===== src/rtl/fpu_pkg.sv =====
// rtl/fpu_pkg.sv - shared types and constants for the FPU add/subtract sequencer
package fpu_pkg;

   localparam int EXP_BIAS = 127;
   localparam int EXP_MAX  = 255;
   localparam logic [31:0] QNAN = 32'h7FC0_0000;
   localparam logic [31:0] PINF = 32'h7F80_0000;

   // Working widths: 32-bit significand with hidden one at FRAC_W, 10-bit signed exponent
   localparam int SIG_W  = 32;
   localparam int EXPS_W = 10;
   localparam int LZC_W  = 24;

   typedef enum logic [2:0] {
      ST_IDLE,
      ST_ALIGN,
      ST_ADD,
      ST_NORM,
      ST_ROUND,
      ST_DONE
   } fpu_add_state_t;

endpackage


===== src/rtl/fpu_lzc.sv =====
// rtl/fpu_lzc.sv - leading-one detector giving the left shift that puts the MSB one at the top bit
module fpu_lzc
   import fpu_pkg::*;
#(
   parameter int W = LZC_W
) (
   input  logic [W-1:0]         val_i,
   output logic [$clog2(W)-1:0] shift_o,
   output logic                 zero_o
);

   always_comb begin
      shift_o = '0;
      zero_o  = (val_i == '0);
      // Ascending scan: the highest set bit is the last one to write the count
      for (int i = 0; i < W; i++) begin
         if (val_i[i]) shift_o = ($clog2(W))'(W - 1 - i);
      end
   end

endmodule


===== src/rtl/fpu_add_sequencer.sv =====
// rtl/fpu_add_sequencer.sv - five-phase single-precision add/subtract over one shared datapath
module fpu_add_sequencer
   import fpu_pkg::*;
#(
   parameter int EXP_W  = 8,
   parameter int FRAC_W = 23
) (
   input  logic        clk,
   input  logic        rst_n,
   input  logic        in_valid,
   output logic        in_ready,
   input  logic [31:0] op_a,
   input  logic [31:0] op_b,
   input  logic        sub,
   output logic        out_valid,
   input  logic        out_ready,
   output logic [31:0] result,
   output logic        overflow
);

   localparam int SGN = EXP_W + FRAC_W;
   localparam logic [EXP_W-1:0] EXP_ONES = '1;

   fpu_add_state_t state_q, state_d;

   logic              sign_q, eff_sub_q, zero_q, special_q, overflow_q;
   logic [EXPS_W-1:0] exp_q;
   logic [EXP_W-1:0]  expb_q;
   logic [SIG_W-1:0]  siga_q, sigb_q, sum_q;
   logic [31:0]       spec_q, result_q;

   logic              accept;
   logic              a_sign, b_sign, swap, a_max, b_max, a_nan, b_nan;
   logic [EXP_W-1:0]  a_exp, b_exp, big_exp, small_exp;
   logic [FRAC_W-1:0] a_frac, b_frac, big_frac, small_frac;
   logic [31:0]       in_spec_res;

   always_comb begin
      a_sign     = op_a[SGN];
      b_sign     = op_b[SGN] ^ sub;
      a_exp      = op_a[FRAC_W +: EXP_W];
      b_exp      = op_b[FRAC_W +: EXP_W];
      a_frac     = (a_exp == '0) ? '0 : op_a[FRAC_W-1:0];
      b_frac     = (b_exp == '0) ? '0 : op_b[FRAC_W-1:0];
      swap       = {b_exp, b_frac} > {a_exp, a_frac};
      big_exp    = swap ? b_exp : a_exp;
      big_frac   = swap ? b_frac : a_frac;
      small_exp  = swap ? a_exp : b_exp;
      small_frac = swap ? a_frac : b_frac;
      a_max      = (a_exp == EXP_ONES);
      b_max      = (b_exp == EXP_ONES);
      a_nan      = a_max && (op_a[FRAC_W-1:0] != '0);
      b_nan      = b_max && (op_b[FRAC_W-1:0] != '0);
      if (a_nan || b_nan || (a_max && b_max && (a_sign != b_sign))) begin
         in_spec_res = QNAN;
      end else if (a_max) begin
         in_spec_res = PINF | {a_sign, 31'b0};
      end else begin
         in_spec_res = PINF | {b_sign, 31'b0};
      end
   end

   always_comb begin
      state_d   = state_q;
      in_ready  = 1'b0;
      out_valid = 1'b0;
      case (state_q)
         ST_IDLE: begin
            in_ready = 1'b1;
            if (in_valid) state_d = ST_ALIGN;
         end
         ST_ALIGN: state_d = ST_ADD;
         ST_ADD:   state_d = ST_NORM;
         ST_NORM:  state_d = ST_ROUND;
         ST_ROUND: state_d = ST_DONE;
         ST_DONE: begin
            out_valid = 1'b1;
            in_ready  = out_ready;
            if (out_ready) state_d = in_valid ? ST_ALIGN : ST_IDLE;
         end
         default: state_d = ST_IDLE;
      endcase
   end

   always_ff @(posedge clk) begin
      if (!rst_n) state_q <= ST_IDLE;
      else        state_q <= state_d;
   end

   assign accept = in_valid & in_ready;

   logic [EXP_W-1:0]         diff;
   logic [SIG_W:0]           b_shift;
   logic [$clog2(LZC_W)-1:0] lz_shift;
   logic                     lz_zero, norm_zero;
   logic [EXPS_W-1:0]        rnd_exp;
   logic [FRAC_W-1:0]        rnd_frac;

   // Extra LSB catches the last bit shifted out, which becomes the guard round
   assign diff    = exp_q[EXP_W-1:0] - expb_q;
   assign b_shift = {sigb_q, 1'b0} >> diff;

   fpu_lzc #(.W(LZC_W)) u_lzc (
      .val_i   (sum_q[LZC_W-1:0]),
      .shift_o (lz_shift),
      .zero_o  (lz_zero)
   );

   assign norm_zero = lz_zero & ~sum_q[FRAC_W+1];
   assign rnd_frac  = sum_q[FRAC_W+1] ? sum_q[FRAC_W:1] : sum_q[FRAC_W-1:0];
   assign rnd_exp   = exp_q + EXPS_W'(sum_q[FRAC_W+1]);

   always_ff @(posedge clk) begin
      if (!rst_n) begin
         sign_q     <= 1'b0;
         eff_sub_q  <= 1'b0;
         zero_q     <= 1'b0;
         special_q  <= 1'b0;
         exp_q      <= '0;
         expb_q     <= '0;
         siga_q     <= '0;
         sigb_q     <= '0;
         sum_q      <= '0;
         spec_q     <= '0;
         result_q   <= '0;
         overflow_q <= 1'b0;
      end else if (accept) begin
         sign_q    <= swap ? b_sign : a_sign;
         eff_sub_q <= a_sign ^ b_sign;
         special_q <= a_max | b_max;
         spec_q    <= in_spec_res;
         exp_q     <= EXPS_W'(big_exp);
         expb_q    <= small_exp;
         siga_q    <= SIG_W'({big_exp != '0, big_frac});
         sigb_q    <= SIG_W'({small_exp != '0, small_frac});
      end else begin
         case (state_q)
            ST_ALIGN: sigb_q <= (diff >= EXP_W'(FRAC_W + 2)) ? '0
                                : b_shift[SIG_W:1] + SIG_W'(b_shift[0]);
            ST_ADD:   sum_q  <= eff_sub_q ? siga_q - sigb_q : siga_q + sigb_q;
            ST_NORM: begin
               zero_q <= norm_zero;
               if (sum_q[FRAC_W+1]) begin
                  sum_q <= (sum_q >> 1) + SIG_W'(sum_q[0]);
                  exp_q <= exp_q + EXPS_W'(1);
               end else if (!norm_zero) begin
                  sum_q <= sum_q << lz_shift;
                  exp_q <= exp_q - EXPS_W'(lz_shift);
               end
            end
            ST_ROUND: begin
               overflow_q <= 1'b0;
               if (special_q) begin
                  result_q <= spec_q;
               end else if (zero_q) begin
                  result_q <= '0;
               end else if ($signed(rnd_exp) >= $signed(EXPS_W'(EXP_MAX))) begin
                  result_q   <= PINF | {sign_q, 31'b0};
                  overflow_q <= 1'b1;
               end else if (rnd_exp[EXPS_W-1] || rnd_exp == '0) begin
                  result_q <= {sign_q, 31'b0};
               end else begin
                  result_q <= {sign_q, rnd_exp[EXP_W-1:0], rnd_frac};
               end
            end
            default: ;
         endcase
      end
   end

   assign result   = result_q;
   assign overflow = overflow_q;

endmodule


===== config.mk =====
export PLATFORM = sky130hd
export DESIGN_NAME = fpu_add_sequencer
export DESIGN_NICKNAME = d
export VERILOG_FILES = /design/src/rtl/fpu_pkg.sv /design/src/rtl/fpu_lzc.sv /design/src/rtl/fpu_add_sequencer.sv
export SDC_FILE = /design/constraint.sdc
export NUM_CORES = 1
export LEC_CHECK = 0
export CORE_UTILIZATION = 60
export CTS_CLUSTER_DIAMETER = 50
export CTS_CLUSTER_SIZE = 20
export DETAILED_ROUTE_END_ITERATION = 8
export GPL_TIMING_DRIVEN = 1
export PLACE_DENSITY = 0.81
export SLEW_MARGIN = 25
export SYNTH_ARGS = -nofsm -noshare
export SYNTH_HDL_FRONTEND = slang
export SYNTH_SLANG_ARGS = --single-unit

===== constraint.sdc =====
create_clock -name clk -period 6.7 [get_ports clk]
set_input_delay 1.675 -clock clk [delete_from_list [all_inputs] [get_ports clk]]
set_output_delay 1.675 -clock clk [all_outputs]
set_load 0.02 [all_outputs]

---- After elaboration in Yosys (flattened, before gate mapping) ----
Cells that the tools add are included.
word-level totals
  register bits after elaboration ......... 178
  input port bits ......................... 69
  logic and storage cells ................. 135
cells by class
  $add $sub $neg .......................... 8
  magnitude comparators ................... 3
  equality and inequality tests ........... 13
  shift operators ......................... 2
  mux-type cells .......................... 58
  bitwise logic cells ..................... 8
  reductions and logical operators ........ 27
operator list
  kind                                                              number
  32-bit two-way mux                                                8
  5-bit two-way mux                                                 24
  23-bit two-way mux                                                5
  32-bit one-hot mux with 2 select lines                            1
  31-bit two-way mux                                                2
  24-bit two-way mux                                                2
  23-bit nonzero test                                               2
  33-bit by 8-bit >> shifter with 33-bit output                     1
  24-bit by 32-bit adder with 32-bit output                         1
  31-bit by 1-bit adder with 32-bit output                          1
  32-bit by 1-bit adder with 32-bit output                          1
  8-bit two-way mux                                                 4
  32-bit by 5-bit << shifter with 32-bit output                     1
  24-bit by 32-bit subtractor with 32-bit output                    1
  31-bit > comparator                                               1
  24-bit logical NOT                                                1
  10-bit two-way mux                                                2
  3-bit one-hot mux with 6 select lines                             1
  8-bit equality test (second input constant)                       2
  8-bit logical NOT                                                 2
  8-bit nonzero test                                                2
  2-bit AND reduction                                               6
  10-bit by 1-bit adder with 10-bit output                          1
  10-bit by 1-bit adder with 10-bit output (second input constant)  1
  24 further kinds                                                  46

---- Logic depth before layout (Yosys ltp) ----
Gate-level depths: netlist of run 1.
  word-level depth ........................ 29
  gate-level depth with buffers ........... 26

---- Hierarchy ----
Synthesis of run 1 repeated with hierarchy kept, for this count alone.
second synthesis, totals
  cells, all modules ...................... 2262
  area, all modules ....................... 16387.0 um^2
modules (own cells, without submodules)
  module             instances  cells each  area each (um^2)  sequential area each (um^2)
  fpu_add_sequencer  1          2213        16079.2           2982.9
  fpu_lzc            1          49          307.8             0.0

---- Worst setup path before layout of run 1 ----
OpenSTA, ideal clock, no wires.
  path type ............................... input to register
  from .................................... input op_b[27]
  to ...................................... register expb_q[0]
  library setup time ...................... 0.086 ns
  arrival ................................. 5.461 ns
  data required time ...................... 6.614 ns
  slack ................................... 1.154 ns
  cell stages on the path ................. 20
  buffers on the path ..................... 5
  cell sequence ........................... nor4_1 nand2_1 or2_2 clkbuf_1 clkbuf_1 nand2_1 inv_1 ha_1 a21o_1 a21o_1 a21oi_1 o21ai_0 nor4_1 a21oi_1 o41ai_1 clkbuf_1 clkbuf_1 clkbuf_1 a21oi_1 a211oi_1
between the ends
  word-level cells in the longest chain between the ends .. 4
RTL lines
  element                 RTL line                  RTL
  start: declaration      fpu_add_sequencer.sv:13   input logic [31:0] op_b,
  8-bit logical NOT       fpu_add_sequencer.sv:44   b_frac = (b_exp == '0) ? '0 : op_b[FRAC_W-1:0];
  23-bit two-way mux      fpu_add_sequencer.sv:44
  31-bit > comparator *   fpu_add_sequencer.sv:45   swap = {b_exp, b_frac} > {a_exp, a_frac};
  8-bit two-way mux *     fpu_add_sequencer.sv:48   small_exp = swap ? a_exp : b_exp;
  end signal: assignment  fpu_add_sequencer.sv:133  expb_q <= small_exp;
  end: declaration        fpu_add_sequencer.sv:28   logic [EXP_W-1:0] expb_q;
Mark *: on every way between the ends. The rest lies on a longest branch, timed or not.
A chain may end at the register's enable or synchronous reset.

---- Worst setup path in the final report of run 1 ----
  from .................................... input op_b[28]
  to ...................................... register siga_q[6]
between the ends
  word-level cells in the longest chain between the ends .. 4
RTL lines
  element                 RTL line                  RTL
  8-bit logical NOT       fpu_add_sequencer.sv:44
  23-bit two-way mux      fpu_add_sequencer.sv:44
  31-bit > comparator     fpu_add_sequencer.sv:45
  23-bit two-way mux *    fpu_add_sequencer.sv:47   big_frac = swap ? b_frac : a_frac;
  end signal: assignment  fpu_add_sequencer.sv:134  siga_q <= SIG_W'({big_exp != '0, big_frac});
  end: declaration        fpu_add_sequencer.sv:29   logic [SIG_W-1:0] siga_q, sigb_q, sum_q;
Marks and branches as above.

==> insert_results.sql, run 1 <==
INSERT INTO impl_metrics (metric_group, metric, value, unit) VALUES
('route', 'drt_first_iter_violations', '2563', ''),
('floorplanning', 'fp.dieArea', '27200', 'um2'),
('setup_path', 'critical_path_arrival', '6.46', 'ns'),
('floorplanning', 'pin_count', '104', ''),
('clock_tree', 'post_cts_resize_count', '0', ''),
('final_layout', 'ant_diodes', '0', ''),
('timing', 'max_slew_margin', '32.9', '%'),
('status', 'violations', 'DRC', ''),
('synth', 'synth.lib_cells_used.distinct', '93', ''),
('route', 'vias', '17700', ''),
('setup_path', 'timing.critical_path.fanout_max', '30', ''),
('power_and_ir_drop', 'ir_drop', '0.258', 'mV'),
('synth', 'number_of_nets_produced_by_synthesis', '2297', ''),
('clock_tree', 'clock-root-buffer', 'sky130_fd_sc_hd__clkbuf_16', ''),
('final_layout', 'finish.utilization', '67.7', '%'),
('final_layout', 'finalNetCount', '2301', ''),
('timing', 'worst_clock_skew', '0.0229', 'ns'),
('synth', 'syn_inst', '2143', ''),
('power_and_ir_drop', 'power', '6.23', 'mW'),
('synth', 'synth_warnings', '0', ''),
('final_layout', 'fraction_of_final_layout_cells_with_drive_strength_greater_than_1', '7.92', '%'),
('route', 'routed_wirelength', '60.3', 'mm'),
('grt', 'grt_max_degree', '67', ''),
('grt', 'grtUsageTotal', '43.7', '%'),
('grt', 'first_global_vias', '15800', ''),
('clock_tree', 'clkLatencyLatePin', '0.45', 'ns'),
('timing', 'period_share', '91.7', '%'),
('route', 'wire_per_inst', '24.2', 'um'),
('synth', 'ys_seq_area_share', '18.7', '%'),
('route', 'drc', '5', ''),
('timing', 'grt_setup_unrepaired', 'no', ''),
('setup_path', 'timing.reg2reg.setup_slack', '0.85', 'ns'),
('route', 'via_per_inst', '7.09', ''),
('synth', 'synth_edf_count', '0', ''),
('clock_tree', 'cts_max_level', '4', ''),
('place', 'gp_congestion', '1.14', ''),
('clock_tree', 'cts_made_buffers', '17', ''),
('flow_run', 'max_cap_violations', '0', ''),
('status', 'run_status', 'complete, but fails checks', ''),
('worst_hold_path', 'hp-class', 'reg2reg', ''),
('timing', 'hold_violations', '0', ''),
('timing', 'report.final.setup_viol', '0', ''),
('place', 'numPortBuffers', '103', ''),
('floorplanning', 'core', '26100', 'um2'),
('grt', 'initial_antenna_violation_count', '1', ''),
('floorplanning', 'initial_core_util', '61.2', '%'),
('clock_tree', 'number_of_clock_sinks_seen_by_cts', '149', ''),
('place', 'place.detailed.hpwl', '45.7', 'mm'),
('setup_path', 'worstSetupStartpointType', 'primary input', ''),
('clock_tree', 'clock_tree_from_tritoncts', 'built', ''),
('synth', 'dominantRegCellSynth', 'sky130_fd_sc_hd__dfxtp_1', ''),
('setup_path', 'req_time_crit_path', '7.02', 'ns'),
('timing', 'worst-slew-pin-transition', '0.999', 'ns'),
('setup_path', 'criticalPathCategory', 'in2reg', ''),
('grt', 'first_pass_grt_wire_length', '90.7', 'mm'),
('clock_tree', 'cts.reportedPaths.clkPinSlew', '0.06', 'ns'),
('route', 'drtAntennaViolNets', '0', ''),
('clock_tree', 'cts_hold_buf', '0', ''),
('place', 'dpl_cell_area', '17100', 'um2'),
('final_layout', 'area.growth.synth_to_final', '10.7', '%'),
('route', 'detail_route.first_pass.iterations', '9', ''),
('timing', 'setup_tns', '0', 'ns'),
('final_layout', 'layout_commonest_cell', 'sky130_fd_sc_hd__nor2_1', ''),
('timing', 'max_freq', '163', 'MHz'),
('synth', 'asyncSetResetFlopFracSynth', '0', '%'),
('setup_path', 'timing.critical_path.to_type', 'flop', ''),
('floorplanning', 'die-width', '165', 'um'),
('synth', 'syn_area', '15900', 'um2'),
('power_and_ir_drop', 'power.density', '353', 'nW/um2'),
('power_and_ir_drop', 'power.static_leakage', '6.86', 'nW'),
('timing', 'post-route-min-period', '6.15', 'ns'),
('synth', 'avgSynthCellArea', '7.44', 'um2'),
('floorplanning', 'die_h', '165', 'um'),
('floorplanning', 'num_rows', '59', ''),
('clock_tree', 'cts_max_path_buffers', '2', ''),
('timing', 'final-max-slew-violation-count', '0', ''),
('synth', 'synth-seq-cells', '149', ''),
('final_layout', 'final_area', '17700', 'um2'),
('clock_tree', 'post-cts-setup-buffer-count', '0', ''),
('grt', 'grt_overflow_total', '0', ''),
('final_layout', 'layout.cells.most_common_list', 'sky130_fd_sc_hd__nor2_1 (242), sky130_fd_sc_hd__nand2_1 (198), sky130_fd_sc_hd__a21oi_1 (171)', '');
-- worst max-delay path: stages --
cell and delay [ns]:
sky130_fd_sc_hd__clkdlybuf4s50_1 0.50, sky130_fd_sc_hd__nor4_1 0.36, sky130_fd_sc_hd__nand2_1 0.12, sky130_fd_sc_hd__or2_2 0.48, sky130_fd_sc_hd__nand2_1 0.24, sky130_fd_sc_hd__inv_1 0.07, sky130_fd_sc_hd__ha_1 0.32, sky130_fd_sc_hd__nand4_1 0.12
sky130_fd_sc_hd__or4_1 0.53, sky130_fd_sc_hd__nor4_1 0.62, sky130_fd_sc_hd__a41oi_1 0.31, sky130_fd_sc_hd__o41ai_2 0.15, sky130_fd_sc_hd__buf_12 0.26, sky130_fd_sc_hd__buf_12 0.21, sky130_fd_sc_hd__nor2_1 0.06, sky130_fd_sc_hd__a311oi_1 0.34
sky130_fd_sc_hd__nor3_1 0.08
-- cells by family after synthesis --
family	synth area share [%]
mux	14.0
flops	18.7
compound gates	22.8
xor+xnor	7.08
simple gates	24.0
fa+ha+maj	6.81
buf+inv	6.63
-- cells in the mapped netlist, types with 6 or more instances --
library cell / n / area share, %
sky130_fd_sc_hd__xor2_1: 44 / 2.4
sky130_fd_sc_hd__mux2i_1: 118 / 7.4
sky130_fd_sc_hd__buf_4: 7 / 0.33
sky130_fd_sc_hd__a2111oi_0: 8 / 0.44
sky130_fd_sc_hd__o211ai_1: 10 / 0.47
sky130_fd_sc_hd__nand4_1: 38 / 1.5
sky130_fd_sc_hd__xnor2_1: 83 / 4.6
sky130_fd_sc_hd__and4_1: 8 / 0.44
sky130_fd_sc_hd__dfxtp_1: 149 / 19
sky130_fd_sc_hd__inv_1: 83 / 2.0
sky130_fd_sc_hd__a21o_1: 24 / 1.1
sky130_fd_sc_hd__and3_1: 19 / 0.75
sky130_fd_sc_hd__nor2b_1: 19 / 0.75
sky130_fd_sc_hd__o22ai_1: 7 / 0.27
sky130_fd_sc_hd__buf_2: 12 / 0.38
sky130_fd_sc_hd__a221oi_1: 20 / 1.1
sky130_fd_sc_hd__nand2b_1: 24 / 0.94
sky130_fd_sc_hd__or4_1: 8 / 0.38
sky130_fd_sc_hd__buf_6: 8 / 0.56
sky130_fd_sc_hd__buf_1: 9 / 0.21
sky130_fd_sc_hd__clkbuf_1: 122 / 2.9
sky130_fd_sc_hd__o31ai_1: 11 / 0.52
sky130_fd_sc_hd__and2_1: 14 / 0.55
sky130_fd_sc_hd__o21ai_0: 103 / 3.2
sky130_fd_sc_hd__mux4_2: 29 / 4.1
sky130_fd_sc_hd__a22oi_1: 16 / 0.75
sky130_fd_sc_hd__nor4_1: 40 / 1.6
sky130_fd_sc_hd__o21ai_1: 6 / 0.19
sky130_fd_sc_hd__ha_1: 82 / 6.4
sky130_fd_sc_hd__nor2_1: 244 / 5.7
sky130_fd_sc_hd__mux2_2: 26 / 1.8
sky130_fd_sc_hd__nand3_1: 75 / 2.4
sky130_fd_sc_hd__a41oi_1: 7 / 0.38
sky130_fd_sc_hd__or3_1: 12 / 0.47
sky130_fd_sc_hd__nor3_1: 70 / 2.2
sky130_fd_sc_hd__a211oi_1: 29 / 1.4
sky130_fd_sc_hd__a31oi_1: 33 / 1.3
sky130_fd_sc_hd__a311oi_1: 24 / 1.3
sky130_fd_sc_hd__or2_2: 6 / 0.24
sky130_fd_sc_hd__o21a_1: 11 / 0.52
sky130_fd_sc_hd__nand2_1: 198 / 4.7
sky130_fd_sc_hd__a21oi_1: 171 / 5.4
-- state kept, by name, indices dropped and copies added, names as in the netlist, 3 cells and up --
signal / cells
result: 32
sigb_q: 32
siga_q: 24
state_q: 3
spec_q: 3
expb_q: 8
exp_q: 10
sum_q: 32
-- layout make-up --
| type | instances | area, um2 |
|---|---|---|
| multi-input combinational | 1746 | 12000 |
| fill | 2248 | 8400 |
| sequential | 149 | 2980 |
| timing repair buffer | 149 | 1400 |
| clock buffer | 18 | 439 |
| tap | 335 | 419 |
| inverter | 84 | 315 |
| clock inverter | 14 | 139 |
-- where the power goes --
group	internal, mW	leakage [nW]	switching, mW
sequential	0.982	1.22	0.252
combinational	1.48	5.37	2.50
clock	0.532	0.270	0.481
total	3.00	6.86	3.23
-- path summary, 6_finish.rpt --
path	start	endpoint	cells after the start
worst min register to register	eff_sub_q$_SDFFE_PN0P_	eff_sub_q$_SDFFE_PN0P_	2
worst max register to register	exp_q[1]$_SDFFE_PN0P_	sigb_q[23]$_SDFFE_PN0P_	12
worst max-delay path	op_b[28]	siga_q[6]$_SDFFE_PN0P_	17
worst min-delay path	eff_sub_q$_SDFFE_PN0P_	eff_sub_q$_SDFFE_PN0P_	2
-- stage by stage --
| stage | std cells | setup WS, ns | hold slack [ns] |
|---|---|---|---|
| 4_1_cts | 2495 | 0.669 | 0.459 |
| 3_5_place_dp | 2463 | 0.221 | 0.451 |
| 6_report | 2495 | 0.554 | 0.461 |
| 3_3_place_gp | 2463 | 0.143 | 0.441 |
| 5_1_grt | 2495 | 0.481 | 0.513 |
| 2_1_floorplan | 2143 | 1.15 | 0.432 |
-- routing by layer --
| layer | GRT usage (%) | up-vias | wire (um) |
|---|---|---|---|
| li1 | - | 7890 | - |
| met1 | 57.3 | 8325 | 24000 |
| met2 | 64.4 | 1229 | 25200 |
| met3 | 12.8 | 236 | 7650 |
| met4 | 22.9 | 0 | 3460 |
| met5 | 0 | - | 0 |
Note: power is estimated with default switching activity, not from simulation.
==> run 2: changes to the inputs <==
--- a/config.mk
+++ b/config.mk
@@ -5,12 +5,13 @@
 export SDC_FILE = /design/constraint.sdc
 export NUM_CORES = 1
 export LEC_CHECK = 0
-export CORE_UTILIZATION = 60
+export CORE_MARGIN = 3
+export CORE_UTILIZATION = 55
 export CTS_CLUSTER_DIAMETER = 50
 export CTS_CLUSTER_SIZE = 20
 export DETAILED_ROUTE_END_ITERATION = 8
 export GPL_TIMING_DRIVEN = 1
-export PLACE_DENSITY = 0.81
+export PLACE_DENSITY = 0.75
 export SLEW_MARGIN = 25
 export SYNTH_ARGS = -nofsm -noshare
 export SYNTH_HDL_FRONTEND = slang
==> run 2 against run 1 <==
  * The flow now finishes without violations
  * Setup slack gained 0.25 ns
  * Via count fell by 0.44%
  * Clock-buffer cell count increased by 4
  * Worst hold slack improved by 0.0026 ns
  * Non-clock buffer count up 5
  * Critical path depth increased by 2
  * Register-to-register slack better by 0.19 ns
  * Die area up 14%
  * Wire length is 3.8% higher
  * Global-route usage down 4.1 points
  * Fmax grew 4.2%
  * Sequential share of layout area down 0.15 points
  * Highest routed layer unchanged
==> insert_results.sql, run 2 (synthesis gave the netlist of run 1 again) <==
INSERT INTO impl_metrics (metric_group, metric, value, unit) VALUES
('status', 'run_status', 'finished clean', ''),
('timing', 'period_share', '88.1', '%'),
('clock_tree', 'cts_max_path_buffers', '2', ''),
('clock_tree', 'post-cts-setup-buffer-count', '0', ''),
('power_and_ir_drop', 'ir_drop', '0.184', 'mV'),
('clock_tree', 'clkLatencyLatePin', '0.45', 'ns'),
('timing', 'grt_setup_unrepaired', 'no', ''),
('setup_path', 'timing.critical_path.slowest_cell_delay', '0.51', 'ns'),
('floorplanning', 'die_h', '176', 'um'),
('place', 'numPortBuffers', '103', ''),
('timing', 'hold_violations', '0', ''),
('clock_tree', 'cts_made_buffers', '17', ''),
('clock_tree', 'cts_hold_buf', '0', ''),
('worst_hold_path', 'hp-class', 'reg2reg', ''),
('floorplanning', 'fp.dieArea', '31100', 'um2'),
('final_layout', 'final_area', '17800', 'um2'),
('power_and_ir_drop', 'power', '6.33', 'mW'),
('floorplanning', 'core', '28200', 'um2'),
('timing', 'worst-slew-pin-transition', '1.14', 'ns'),
('place', 'place.detailed.hpwl', '47.8', 'mm'),
('setup_path', 'crit_path_cell_trace', 'clkdlybuf4s50_1 -> nor4_1 -> nand2_1 -> or2_2 -> nand2_1 -> inv_1 -> ha_1 -> nor2b_1 -> o21a_1 -> o21ai_0 -> a21oi_1 -> o41ai_1 -> buf_4 -> a21oi_1 -> o41ai_2 -> buf_4 -> nor2_1 -> a311oi_1 -> nor3_1', ''),
('route', 'drt_first_iter_violations', '2508', ''),
('route', 'vias', '17600', ''),
('final_layout', 'finish.utilization', '63.3', '%'),
('route', 'drc', '0', ''),
('setup_path', 'timing.critical_path.buf_inv', '4', ''),
('timing', 'max_slew_margin', '23.2', '%'),
('grt', 'first_pass_grt_wire_length', '96.0', 'mm'),
('setup_path', 'timing.critical_path.to_type', 'flop', ''),
('timing', 'max_freq', '169', 'MHz'),
('final_layout', 'layout.cells.most_common_list', 'sky130_fd_sc_hd__nor2_1 (243), sky130_fd_sc_hd__nand2_1 (198), sky130_fd_sc_hd__a21oi_1 (171)', ''),
('setup_path', 'criticalPathCategory', 'in2reg', ''),
('grt', 'first_global_vias', '16300', ''),
('floorplanning', 'die-width', '176', 'um'),
('setup_path', 'worstSetupStartpointType', 'primary input', ''),
('setup_path', 'path_delay_family', 'compound AO/OA/AOI/OAI gates', ''),
('place', 'dpl_cell_area', '17200', 'um2'),
('place', 'count_of_placed_standard_cells_including_taps', '2511', ''),
('final_layout', 'ant_diodes', '0', ''),
('final_layout', 'finalNonFillerCells', '2543', ''),
('grt', 'grt_max_degree', '55', ''),
('final_layout', 'fraction_of_final_layout_cells_with_drive_strength_greater_than_1', '8.04', '%'),
('grt', 'grtUsageTotal', '39.6', '%'),
('grt', 'initial_antenna_violation_count', '0', ''),
('route', 'routed_wirelength', '62.6', 'mm'),
('final_layout', 'finalNetCount', '2306', ''),
('route', 'drtAntennaViolNets', '0', ''),
('clock_tree', 'cts.reportedPaths.clkPinSlew', '0.06', 'ns'),
('setup_path', 'timing.critical_path.fanout_max', '24', ''),
('setup_path', 'req_time_crit_path', '7.00', 'ns'),
('clock_tree', 'clock-root-buffer', 'sky130_fd_sc_hd__clkbuf_16', ''),
('power_and_ir_drop', 'power.static_leakage', '6.92', 'nW'),
('clock_tree', 'post_cts_resize_count', '0', ''),
('power_and_ir_drop', 'power.density', '355', 'nW/um2'),
('timing', 'report.final.setup_viol', '0', ''),
('clock_tree', 'clock_tree_from_tritoncts', 'built', ''),
('clock_tree', 'number_of_clock_sinks_seen_by_cts', '149', ''),
('final_layout', 'area.growth.synth_to_final', '11.7', '%'),
('grt', 'grt_overflow_total', '0', ''),
('timing', 'post-route-min-period', '5.90', 'ns'),
('flow_run', 'max_cap_violations', '0', ''),
('floorplanning', 'num_rows', '61', ''),
('route', 'wire_per_inst', '24.6', 'um'),
('route', 'via_per_inst', '6.92', ''),
('setup_path', 'critical_path_arrival', '6.20', 'ns'),
('timing', 'setup_tns', '0', 'ns'),
('route', 'detail_route.first_pass.iterations', '6', ''),
('floorplanning', 'initial_core_util', '56.6', '%'),
('timing', 'final-max-slew-violation-count', '0', ''),
('place', 'gp_congestion', '1.09', ''),
('setup_path', 'critical_path.slowest_cell', 'sky130_fd_sc_hd__clkdlybuf4s50_1', ''),
('floorplanning', 'pin_count', '104', ''),
('clock_tree', 'cts_max_level', '4', ''),
('timing', 'worst_clock_skew', '0.0113', 'ns'),
('final_layout', 'layout_commonest_cell', 'sky130_fd_sc_hd__nor2_1', '');
==> run 2: changes by cell type in the layout (fill, tap and decap cells not counted), sizes merged <==
cell	before	now
buf	46	51
clkbuf	18	22
inv	89	85
bufinv	1	4
clkinv	3	1
clkinvlp	5	4
==> run 2: layout make-up <==
cell class                 count  area (um2)
multi-input combinational   1746       12000
sequential                   149        2980
clock buffer                  22         484
clock inverter                10         168
inverter                      84         315
tap                          378         473
timing repair buffer         154        1440
fill                        2501       10300
==> run 2: worst paths after layout <==
path	start	depth (start not counted)	slack [ns]	endpoint
setup / recovery	op_b[27]	19	0.80	siga_q[9]$_SDFFE_PN0P_
hold / removal	sign_q$_SDFFE_PN0P_	2	0.46	sign_q$_SDFFE_PN0P_
setup reg to reg	exp_q[0]$_SDFFE_PN0P_	18	1.04	sigb_q[29]$_SDFFE_PP0P_
hold reg to reg	sign_q$_SDFFE_PN0P_	2	0.46	sign_q$_SDFFE_PN0P_
==> run 2: metal layers <==
metal	global-route usage, %	share of wire [%]
met4	15.5	4.5
met2	57.9	42
met3	11.7	13
met5	0	0
met1	54.7	41
==> run 2: stage by stage <==
step	hold slack [ns]	worst slack [ns]
after global routing	0.487	0.625
final	0.463	0.799
after floorplan	0.432	1.15
after global placement	0.440	0.607
after detailed placement	0.454	0.620
after CTS	0.461	0.943
==> run 2: where the power goes <==
group	internal, mW	leakage, nW	switching, mW
clock network	0.667	0.306	0.436
registers	0.982	1.22	0.254
logic	1.49	5.39	2.50
==> run 2: worst min-delay path, delay by kind of cell (launching register included) <==
family / cells / cell delay (ns)
AO/OA/AOI/OAI: 1 / 0.05
flip-flops: 1 / 0.31
AND/OR/NAND/NOR: 1 / 0.05
